<file path="config.mk">
export PLATFORM = sky130hd
export DESIGN_NAME = adder_result_display
export DESIGN_NICKNAME = d
export VERILOG_FILES = /design/src/rtl/adder_display_pkg.sv /design/src/rtl/hex_to_7seg.sv /design/src/rtl/adder_result_display.sv
export SDC_FILE = /design/constraint.sdc
export NUM_CORES = 1
export LEC_CHECK = 0
export ABC_AREA = 1
export BUFFER_PORTS_ARGS = -buffer_cell sky130_fd_sc_hd__buf_2
export CORE_ASPECT_RATIO = 1.1
export CORE_MARGIN = 2
export CORE_UTILIZATION = 59
export CTS_CLUSTER_DIAMETER = 60
export DETAILED_ROUTE_END_ITERATION = 6
export GPL_TIMING_DRIVEN = 0
export PLACE_DENSITY = 0.84
export RECOVER_POWER = 100
export SLEW_MARGIN = 20
export SYNTH_ARGS = -nofsm -noshare
export SYNTH_HDL_FRONTEND = slang
export SYNTH_SLANG_ARGS = --single-unit
</file>
<file path="constraint.sdc">
create_clock -name clk -period 4.26 [get_ports clk]
set_input_delay 1.065 -clock clk [delete_from_list [all_inputs] [get_ports clk]]
set_output_delay 1.065 -clock clk [all_outputs]
set_load 0.005 [all_outputs]
</file>
<file path="src/rtl/adder_display_pkg.sv">
`default_nettype none
// ============================================================================
// Module      : adder_display_pkg
// Description : Shared constants for the adder result display. This holds the
//               hex glyph table ({g,f,e,d,c,b,a}, active-low), the blanked
//               anode/cathode patterns and the digit-count helper.
// Revision    : 1.0 - initial release
// ============================================================================
package adder_display_pkg;

    // Physical digit positions on the display board.
    localparam int c_MAX_DIGITS = 8;

    localparam logic [7:0] c_ANODE_OFF   = 8'hFF;
    localparam logic [6:0] c_CATHODE_OFF = 7'h7F;

    // Hex glyphs 0..F, active-low segments {g,f,e,d,c,b,a}.
    localparam logic [6:0] c_GLYPH [16] = '{
        7'h40, 7'h79, 7'h24, 7'h30, 7'h19, 7'h12, 7'h02, 7'h78,
        7'h00, 7'h10, 7'h08, 7'h03, 7'h46, 7'h21, 7'h06, 7'h0E
    };

    // Hex digits needed to show DATA_WIDTH+1 bits ({cout,sum}).
    function automatic int num_digits(input int data_width);
        return (data_width + 4) / 4;
    endfunction

endpackage
`default_nettype wire

</file>
<file path="src/rtl/hex_to_7seg.sv">
`default_nettype none
// ============================================================================
// Module      : hex_to_7seg
// Description : Combinational hex-to-seven-segment glyph decoder.
//   i_nibble : 4-bit hex value
//   o_seg    : 7-bit segments {g,f,e,d,c,b,a}, active-low
// Revision    : 1.0 - initial release
// ============================================================================
module hex_to_7seg
    import adder_display_pkg::*;
(
    input  logic [3:0] i_nibble,
    output logic [6:0] o_seg
);

    assign o_seg = c_GLYPH[i_nibble];

endmodule
`default_nettype wire

</file>
<file path="src/rtl/adder_result_display.sv">
`default_nettype none
// ============================================================================
// Module      : adder_result_display
// Description : This block latches the {carry,sum} result of an N-bit adder.
//               It shows that result in hex on a multiplexed 8-digit, common-
//               anode seven-segment display. The decimal point of digit 0
//               marks an overflow (carry-out set).
//   clk          : system clock, rising edge
//   rst          : synchronous active-high reset
//   res_valid    : single-cycle strobe qualifying res_sum/res_cout
//   res_sum      : adder sum, DATA_WIDTH bits
//   res_cout     : adder carry-out
//   res_latched  : captured {cout,sum}
//   seg_cathode  : segments {g..a}, active-low
//   seg_dp       : decimal point, active-low
//   seg_anode    : digit enables, active-low, bit 0 = rightmost
// Revision    : 1.0 - initial release
// ============================================================================
module adder_result_display
    import adder_display_pkg::*;
#(
    parameter int DATA_WIDTH  = 8,
    parameter int REFRESH_DIV = 100000
) (
    input  logic                  clk,
    input  logic                  rst,
    input  logic                  res_valid,
    input  logic [DATA_WIDTH-1:0] res_sum,
    input  logic                  res_cout,
    output logic [DATA_WIDTH:0]   res_latched,
    output logic [6:0]            seg_cathode,
    output logic                  seg_dp,
    output logic [7:0]            seg_anode
);

    localparam int NUM_DIGITS = num_digits(DATA_WIDTH);
    localparam int c_CNT_W    = $clog2(REFRESH_DIV);
    localparam int c_EXT_W    = 4 * c_MAX_DIGITS;

    localparam logic [c_CNT_W-1:0] c_CNT_LAST = c_CNT_W'(REFRESH_DIV - 1);
    localparam logic [2:0]         c_IDX_LAST = 3'(NUM_DIGITS - 1);

    logic [c_CNT_W-1:0]  r_cnt_q,     w_cnt_d;
    logic [2:0]          r_idx_q,     w_idx_d;
    logic [DATA_WIDTH:0] r_lat_q,     w_lat_d;
    logic [7:0]          r_anode_q,   w_anode_d;
    logic [6:0]          r_cathode_q, w_cathode_d;
    logic                r_dp_q,      w_dp_d;

    logic                w_tick;
    logic [c_EXT_W-1:0]  w_ext;
    logic [3:0]          w_nibble;

    always_comb begin
        w_tick  = (r_cnt_q == c_CNT_LAST);
        w_cnt_d = w_tick ? '0 : r_cnt_q + 1'b1;

        w_idx_d = r_idx_q;
        if (w_tick) begin
            w_idx_d = (r_idx_q == c_IDX_LAST) ? 3'd0 : r_idx_q + 3'd1;
        end

        w_lat_d = res_valid ? {res_cout, res_sum} : r_lat_q;

        // Display terms are derived from the current index/latched value and
        // registered, so a change appears one clock later. The index never
        // reaches NUM_DIGITS, which keeps the unused anodes dark.
        w_ext     = c_EXT_W'(r_lat_q);
        w_nibble  = w_ext[{r_idx_q, 2'b00} +: 4];
        w_anode_d = ~(8'b0000_0001 << r_idx_q);
        w_dp_d    = ~((r_idx_q == 3'd0) & r_lat_q[DATA_WIDTH]);
    end

    hex_to_7seg u_hex_to_7seg (
        .i_nibble (w_nibble),
        .o_seg    (w_cathode_d)
    );

    always_ff @(posedge clk) begin
        if (rst) begin
            r_cnt_q     <= '0;
            r_idx_q     <= 3'd0;
            r_lat_q     <= '0;
            r_anode_q   <= c_ANODE_OFF;
            r_cathode_q <= c_CATHODE_OFF;
            r_dp_q      <= 1'b1;
        end else begin
            r_cnt_q     <= w_cnt_d;
            r_idx_q     <= w_idx_d;
            r_lat_q     <= w_lat_d;
            r_anode_q   <= w_anode_d;
            r_cathode_q <= w_cathode_d;
            r_dp_q      <= w_dp_d;
        end
    end

    assign res_latched = r_lat_q;
    assign seg_cathode = r_cathode_q;
    assign seg_dp      = r_dp_q;
    assign seg_anode   = r_anode_q;

endmodule
`default_nettype wire

</file>
# ---- Word-level counts from Yosys, hierarchy flattened
# Memories as Yosys holds them, arrays and structs flattened. A register that Yosys moved wholly into a read port is not among the register bits.
# Index checks and enable logic that the tools add are counted.
dict set report totals {
  ff_bits 38
  mem_bits_ro 112
  inputBits 12
  out_inout_bits 25
  elab_cells 19
  memories 1
}
# name words word_bits rd rd_clocked_by_memory_dff wr line_no
set memory_table {}
lappend memory_table {{(name not given)} 16 7 1 1 0 hex_to_7seg.sv:16} ;# assign o_seg = c_GLYPH[i_nibble];
dict set report classes {
  n_addsub 2
  eq_ne 2
  n_shift 2
  mux 1
  bitwise 4
  reduce_logical 2
}
# cell count
set op_table {}
lappend op_table {{indexed part select 32 x 6 -> 4 bit} 1}
lappend op_table {{adder 17 x 1 -> 17 bit (second input constant)} 1}
lappend op_table {{== test 17 bit (second input constant)} 1}
lappend op_table {{inverter 8 bit} 1}
lappend op_table {{<< shifter 1 x 3 -> 8 bit (first input constant)} 1}
lappend op_table {{inverter 4 -> 5 bit} 1}
lappend op_table {{adder 3 x 1 -> 3 bit (second input constant)} 1}
lappend op_table {{== test 3 x 2 -> 1 bit (second input constant)} 1}
lappend op_table {{logical NOT 3 bit} 1}
lappend op_table {{2-to-1 mux 3 bit} 1}
lappend op_table {{OR reduction 2 bit} 1}
lappend op_table {{bitwise AND 1 bit} 1}
lappend op_table {{inverter 1 bit} 1}

# ---- Logic depth before layout (Yosys ltp)
# Gate-level depths: netlist of the first run.
dict set report logic_depth {
  depth_word 3
  ltp_mapped 11
  ltp_nobuf 11
}

# ---- Modules after synthesis
# A second synthesis of the first run with hierarchy kept.
dict set report hier_totals {
  cells_unflattened 310
  hier_area_um2 2164.6
}
# module instances cells_each area_per_inst_um2 seq_area_each_um2
set by_module_without_submodules {}
lappend by_module_without_submodules {adder_result_display 1 261 1890.6 900.9}
lappend by_module_without_submodules {hex_to_7seg 1 49 274.0 0.0}

# ---- Worst setup path before layout of the first run
# Ideal clock, no wire load.
dict set report synth_timing {
  kind {input to register}
  start {in res_valid}
  end {reg r_lat_q[8] (netlist: res_latched[8])}
  setup_time_ps 116
  t_arrival_ps 1658
  required_ps 4144
  setup_slack_ps 2486
  stages 4
  path_buffers 1
  path_cell_list {clkbuf_1 > clkinv_1 > nor2_1 > nor2_1}
}
# element line_no
set synth_rtl {}
lappend synth_rtl {{from (decl)} adder_result_display.sv:27} ;# input logic res_valid,
lappend synth_rtl {{to (signal assigned)} adder_result_display.sv:90} ;# r_lat_q <= w_lat_d;
lappend synth_rtl {{to (decl)} adder_result_display.sv:45} ;# logic [DATA_WIDTH:0] r_lat_q, w_lat_d;

# ---- Worst setup path in the final report of the first run
dict set report layout_timing {
  start {in rst}
  end {reg r_cnt_q[11]}
}
dict set report layout_between {
  elab_chain_cells 1
}
# element line_no
set layout_rtl {}
lappend layout_rtl {{from (decl)} adder_result_display.sv:26} ;# input logic rst,
lappend layout_rtl {{OR reduction 2 bit (no line)} n/a}
lappend layout_rtl {{to (signal assigned)} adder_result_display.sv:88} ;# r_cnt_q <= w_cnt_d;
lappend layout_rtl {{to (decl)} adder_result_display.sv:43} ;# logic [c_CNT_W-1:0] r_cnt_q, w_cnt_d;
# No other way between the ends.
# A chain may end at the register's enable or synchronous reset.

==> results summary, run 1 <==
Derived from the worst setup path, the maximum achievable clock frequency is approximately 0.45 GHz. The minimum setup slack after placement came out at 2.20 ns. The synthesized netlist net count is between 300 and 400. In the post-route analysis, the smallest setup slack over all paths is 2.02 ns. From synthesis to final layout, the design area changed by 13.7%. In this run the core area contains 22 standard-cell rows.

By area the synthesized netlist is led by dfxtp_1, nand2_1, nor2_1. In the routed layout, each cell is associated on average with a via count of 5.14. The average footprint of a synthesized cell is 7.13 um^2.

The starting density of the core is 62.4%. Input and output buffers added on the ports amount to 35. The number of buffers added for setup after CTS came out at 0. The number of hold-repair buffers added at the cts stage came out at 0. By startpoint and endpoint, the worst setup path is classified as in2reg. The clock arrives with between 0.009 and 0.01 ns of skew. The total clock buffers created by CTS is 5. Subtracting the final worst setup slack from the clock period gives around 2.2 ns. For the worst setup path, the data arrival time is 2.50 ns.

The antenna diode instance count is 0. The die is 60.8 um wide. In this run, synthesis inferred 0 flip-flops with an integrated enable. The worst reg2reg path startpoint is r_idx_q[2]. The clock reaches the later pin of the worst-skew pair after around 0.36 ns. For this run, the leading register cell type out of synthesis is dfxtp_1. The startpoint of the worst setup timing path is rst. The share of synthesized flip-flops with an asynchronous set or reset is 0%. The number of levels in the clock H-tree is 2.

Setup repair after global routing left no endpoint under its margin. Detailed routing inserted a total of a little under 2k vias. The worst max-slew margin expressed relative to the limit came out at between 60% and 70%. The transition time at the pin with the least slew margin is between 0.4 and 0.5 ns.

The initial detailed-routing violation count came out at about 120. The worst register-to-register path has a setup slack of 2.14 ns. The count of distinct cell types in the synthesized netlist came out at 25. Summed over all instances, the cell type with the most area after synthesis is dfxtp_1. The first-pass GRT wire length is 7600 um. The pre-antenna-repair detailed-routing pass consisted of 4 iterations.

For the worst flop-to-flop path, the logic depth is 9. In this run, placement finished with an instance count of between 300 and 400. The post-synth design cell area came out at approximately 2100 um^2.

The filler cell count in the final layout is between 300 and 400. The power density relative to cell area is 335 nW/um^2. Clock-pin slew was measured on the worst setup and hold paths at between 0.1 and 0.15 ns.

After detailed routing, the average wire length per cell comes to 11.8 um. For this run, design rule violations remaining after detail routing come to 0. The total routed wirelength came out at 4550 um. The number of antenna violations at the first check in global routing is 0. The final weighted congestion of routability-driven global placement is approximately 0.90. The hold violation total from the final report is 0.

The worst register-to-register path ends at seg_cathode[3]. The via count of the first global-routing pass came out at 1842. The final count of negative-setup-slack endpoints is 0. The overall track demand over capacity in global routing is between 20% and 30%.

Cells with a size suffix above 1 make up 13.4% of the layout. Counting every sink on the clock net gives 45. The count of placed standard cells in the final layout, fillers left out is roughly 390. The share of the synthesized area in the top cell type came out at 43.0%. The capturing element of the worst setup path is r_cnt_q[11]. The setup TNS after final layout came out at 0 ns.

The max-capacitance violation count is 0. The HPWL after detailed placement is about 3400 um. The die is ~67 um tall. The maximum vdd drop is 0.254 mV.

The placeable core region came out at approximately 3400 um^2. The period utilization is 52.6%. The run finished with clean final reports.

The sequential-to-total area share from yosys stat came out at between 40% and 50%. The number of gates resized after CTS is 0. The reported leakage power came out at between 0.001 and 0.0015 uW. For the worst setup path, the data required time is roughly 4.5 ns. Synthesis handed over a netlist of 294 instances. The buffer depth of the longest clock path is 2. The area of the die came out at approximately 4000 um^2. The worst setup path is captured at a flip-flop. The critical-path maximum fanout is 10. The number of max-slew violations in the final report is 0. 37 I/O pins were placed. The library cell used as clock root buffer is clkbuf_4. Entering global routing, the biggest net connects 14 pins. The flop and latch count out of synthesis is 45. The min-delay analysis places its worst path in the category reg2reg. TritonCTS built the clock tree. The Yosys warning count came out at 0. The remaining number of nets flagged by the antenna check after routing came out at 0.

STA classifies the critical path startpoint as an input pin. The final global-route overflow total came out at 0. The layout net count is 357.
## cells by family (layout without fill, tap and decap cells)
group                      count (synthesis)  in the layout  synth area share (%)
DFF                                       45             45                  43.0
AOI/OAI and AO/OA                         25             25                  6.15
adders and majority gates                  9              9                  5.37
and+or+nand+nor                          179            179                  37.4
xor gates and xnor gates                   4              4                  1.67
buffers and inverters                     32             75                  6.44
## power by group
part	internal [uW]	switching [uW]
sequential	436	7.20
combinational	28.8	47.0
clock	140	139
total	606	193
## state kept, by name, summed over array words and instances, names as in the netlist
register and cells:
r_cnt_q 17, res_latched 9, seg_anode 8, seg_cathode 7, r_idx_q 3, seg_dp 1
## per-layer routing
metal | GRT usage [%] | wire length (um) | up-vias
met3 | 5.24 | 189 | 11
li1 | - | - | 1016
met5 | 0 | 0 | -
met4 | 13.0 | 108 | 0
met1 | 28.0 | 1870 | 896
met2 | 44.2 | 2380 | 56
## cell usage after synthesis, types with 2 or more instances
| cell type | instances |
|---|---|
| nor3_1 | 3 |
| dfxtp_1 | 45 |
| nor2_2 | 2 |
| inv_1 | 22 |
| nor2_1 | 58 |
| ha_1 | 9 |
| o21ai_0 | 13 |
| nand4_1 | 10 |
| xor2_1 | 2 |
| nand2_2 | 4 |
| nand3_1 | 25 |
| clkinv_1 | 2 |
| inv_2 | 3 |
| xnor2_1 | 2 |
| buf_2 | 3 |
| nand2_1 | 72 |
| a21oi_1 | 11 |
## layout by cell type (no fill, tap or decap), types with 2 or more instances in the layout
cell type / instances
a21oi_1: 11
buf_2: 26
clkbuf_1: 15
clkbuf_4: 5
clkinv_1: 2
dfxtp_1: 45
ha_1: 9
inv_1: 23
inv_2: 2
nand2_1: 73
nand2_2: 4
nand3_1: 25
nand4_1: 10
nor2_1: 58
nor2_2: 2
nor3_1: 3
o21ai_0: 13
xnor2_1: 2
xor2_1: 2
## worst min-delay path by stage
stage,start,to,cells past startpoint
after floorplan,r_cnt_q[0],r_cnt_q[0],1
after global placement,res_latched[8],seg_dp,1
after detailed placement,res_latched[8],seg_dp,1
after CTS,res_latched[8],seg_dp,1
after global routing,res_latched[8],seg_dp,1
final,res_latched[8],seg_dp,1
## area by class of cell
| class | instances | area, um^2 | area share [%] |
|---|---|---|---|
| inverter | 27 | 101 | 4.25 |
| buffer | 5 | 20.0 | 0.840 |
| tap | 48 | 60.1 | 2.52 |
| timing repair buffer | 35 | 163 | 6.82 |
| multi-input combinational | 217 | 1050 | 44.2 |
| sequential | 45 | 901 | 37.8 |
| clock buffer | 7 | 55.1 | 2.31 |
| clock inverter | 1 | 30.0 | 1.26 |
## critical path, stage by stage
cell and delay (ns):
clkbuf_1 0.23, clkinv_1 0.31, nand2_1 0.37, clkbuf_1 0.43, nor2_1 0.09
## metrics by stage
stage / power (uW) / utilization (%) / hold WS (ns) / cell area (um^2)
after floorplan: 501 / - / 0.417 / 2100
after global placement: 528 / 69.4 / 0.423 / 2330
after detailed placement: 530 / 69.4 / 0.427 / 2330
after CTS: 804 / 72.0 / 0.458 / 2420
after global routing: 834 / 71.0 / 0.476 / 2380
final: 798 / 71.0 / 0.457 / 2380
Note: power is estimated with default switching activity, not from simulation.
==> run 2: changes to the inputs <==
Settings changed: CORE_UTILIZATION 59 to 55, PLACE_DENSITY 0.84 to 0.79.
Clock period 4.26 ns to 2.34 ns, I/O delays scaled along.
==> run 2 against run 1 <==
Effect of this change:
- combinational power rose by 77%
- hold slack got worse by 0.011 ns
- die area rose by 6.8%
- sequential power rose by 82%
- largest cell class unchanged
- highest routed layer unchanged
==> results summary, run 2 (same netlist as run 1, synthesis figures left out) <==
Result of the run: completed (unchanged). The count of port buffers added during placement came to 35 (unchanged). The final clock skew was 0.00925 ns (was 0.00984 ns). The number of sinks driven by the clock tree is 45 (unchanged).

The die extent in y was 68.8 um (was 66.5 um). The average wire per cell in the routed design came to 11.2 um (was 11.8 um). The maximum vdd drop is 0.475 mV (was 0.254 mV). The setup TNS after final layout is 0 ns (unchanged). The final design area excluding fillers was 2430 um^2 (was 2380 um^2). The data arrival time of the worst path is 2.25 ns (was 2.50 ns). The clock-pin slew on the worst setup and hold paths came out at 0.08 ns (was 0.14 ns). The number of max-slew violations in the final report is 0 (unchanged). The layout cell share with drive strength beyond 1 came out at 13.1% (was 13.4%).

The transition time at the pin with the least slew margin is 0.504 ns (was 0.473 ns). The total clock buffers created by CTS came out at 5 (unchanged). The final weighted congestion of routability-driven global placement is 0.844 (was 0.898). The leading cell type in the layout, fill and taps excluded was nand2_1 (unchanged). The endpoint class of the critical path was a flip-flop (unchanged).

The final count of negative-setup-slack endpoints came to 0 (unchanged). The starting density of the core is 57.4% (was 62.4%). The total routed wirelength is 4340 um (was 4550 um). The layout net count was 357 (unchanged).

The number of vias in the routed layout is 1941 (was 1979). The number of levels in the clock H-tree came out at 2 (unchanged). The kind of start point of the critical path is a flip-flop (was input pin). The final worst setup slack came to 0.261 ns (was 2.02 ns). The library cell used as clock root buffer is clkbuf_8 (was clkbuf_4). The data required time of the critical path came out at 2.51 ns (was 4.52 ns). The filler cell count in the final layout is 344 (was 308). The latest clock arrival within the worst-skew pair came out at 0.31 ns (was 0.36 ns).

The worst max-slew margin expressed relative to the limit is 66.4% (was 68.5%). The timing-limited maximum frequency came out at just under 0.5 GHz. The final global-route overflow total was 0 (unchanged). The via count of the first global-routing pass came to 1608 (was 1842). The number of cell rows is 23 (was 22). The first-pass iteration count of the detailed router came out at 4 (unchanged). The chip width came out at 62.9 um (was 60.8 um). RSZ-0062 raised after global routing: false (unchanged). The maximum number of pins on one net before global-route repair came out at 15 (was 14).

The buffer depth of the longest clock path came to 2 (unchanged). The total DRC errors in the routed layout is 0 (unchanged). The number of gates resized after CTS is 0 (unchanged). The power density relative to cell area is 668 nW/um^2 (was 335 nW/um^2). The number of flip-flops in the largest register is 17 (unchanged). The number of antenna violations at the first check in global routing is 0 (unchanged). The first-pass GRT wire length came to 7270 um (was 7600 um). The critical path start-end classification is reg2reg (was in2reg).

The area of the die was 4320 um^2 (was 4050 um^2). The placed wire-length estimate came out at 3150 um (was 3360 um). The reported leakage power is 0.00103 uW (was 0.00101 uW). The area added between synthesis and finish is 16.0% (was 13.7%).

The type of the tightest min-delay check is reg2reg (unchanged). The remaining number of nets flagged by the antenna check after routing was 0 (unchanged). The max-capacitance violation count is 0 (unchanged). The period utilization is just under 90%.

The register bank with the most flops is r_cnt_q (unchanged). The overall track demand over capacity in global routing came out at 21.8% (was 25.3%). The mean number of vias per cell is 5.02 (was 5.14). The minimum setup slack after placement is 0.487 ns (was 2.20 ns). The placeable core region came out at 3650 um^2 (was 3360 um^2). The TritonCTS clock tree was built (unchanged).

The cell area after placement came out at 2330 um^2 (about the same). The worst path needs 2.08 ns of the cycle, external delays included. The number of buffers added for setup after CTS came out at 0 (unchanged).

The critical-path maximum fanout came to 10 (unchanged). The number of hold-repair buffers added at the cts stage is 0 (unchanged). The hold violation total from the final report came out at 0 (unchanged). The worst-case hold slack came out at 0.447 ns (was 0.457 ns). The antenna diode instance count came out at 0 (unchanged). Commonest cells after routing, fill and taps aside: nand2_1, nor2_1, dfxtp_1 (unchanged). The initial detailed-routing violation count came out at 84 (was 118).

The I/O pin total is 37 (unchanged).
==> run 2: area by class of cell <==
class                           instances  area, um^2  area share [%]
Clock buffer                            5        68.8            2.83
Clock inverter                          3        65.1            2.67
Buffer                                  5        20.0           0.823
Timing Repair Buffer                   35         163            6.69
Sequential cell                        45         901            37.0
Multi-Input combinational cell        217        1050            43.2
Tap cell                               50        62.6            2.57
Inverter                               27         101            4.17
==> run 2: worst paths after layout <==
| kind | from | to | slack (ns) | cells past startpoint |
|---|---|---|---|---|
| worst max-delay path | r_cnt_q[0] | r_cnt_q[11] | 0.26 | 7 |
| worst min-delay path | r_cnt_q[0] | r_cnt_q[0] | 0.45 | 1 |
| worst max register to register | r_cnt_q[0] | r_cnt_q[11] | 0.26 | 7 |
| worst min register to register | r_cnt_q[0] | r_cnt_q[0] | 0.45 | 1 |
==> run 2: routing by layer <==
| metal | wire [um] | track usage, % |
|---|---|---|
| met3 | 279 | 5.36 |
| met1 | 2100 | 29.3 |
| met2 | 1880 | 33.9 |
| met5 | 0 | 0 |
| met4 | 72 | 8.61 |
==> run 2: worst max-delay path: stages, from the launching register on <==
cell,delay [ns]
dfxtp_1,0.36
ha_1,0.20
nand4_1,0.15
nor2_1,0.19
nand2_1,0.15
nand2_1,0.34
clkbuf_1,0.45
nor2_1,0.11
==> run 2: stage by stage <==
step | std cells | utilization [%] | total power (uW)
6_report | 387 | 66.6 | 1620
5_1_grt | 387 | 66.6 | 1700
4_1_cts | 387 | 67.5 | 1640
3_5_place_dp | 379 | 63.9 | 963
3_3_place_gp | 379 | 63.9 | 961
2_1_floorplan | 294 | - | 911
==> run 2: report_power, final <==
| part | switching (uW) | internal (uW) | total, uW |
|---|---|---|---|
| registers | 13.4 | 794 | 807 |
| logic | 81.5 | 52.3 | 134 |
| clock network | 260 | 424 | 684 |
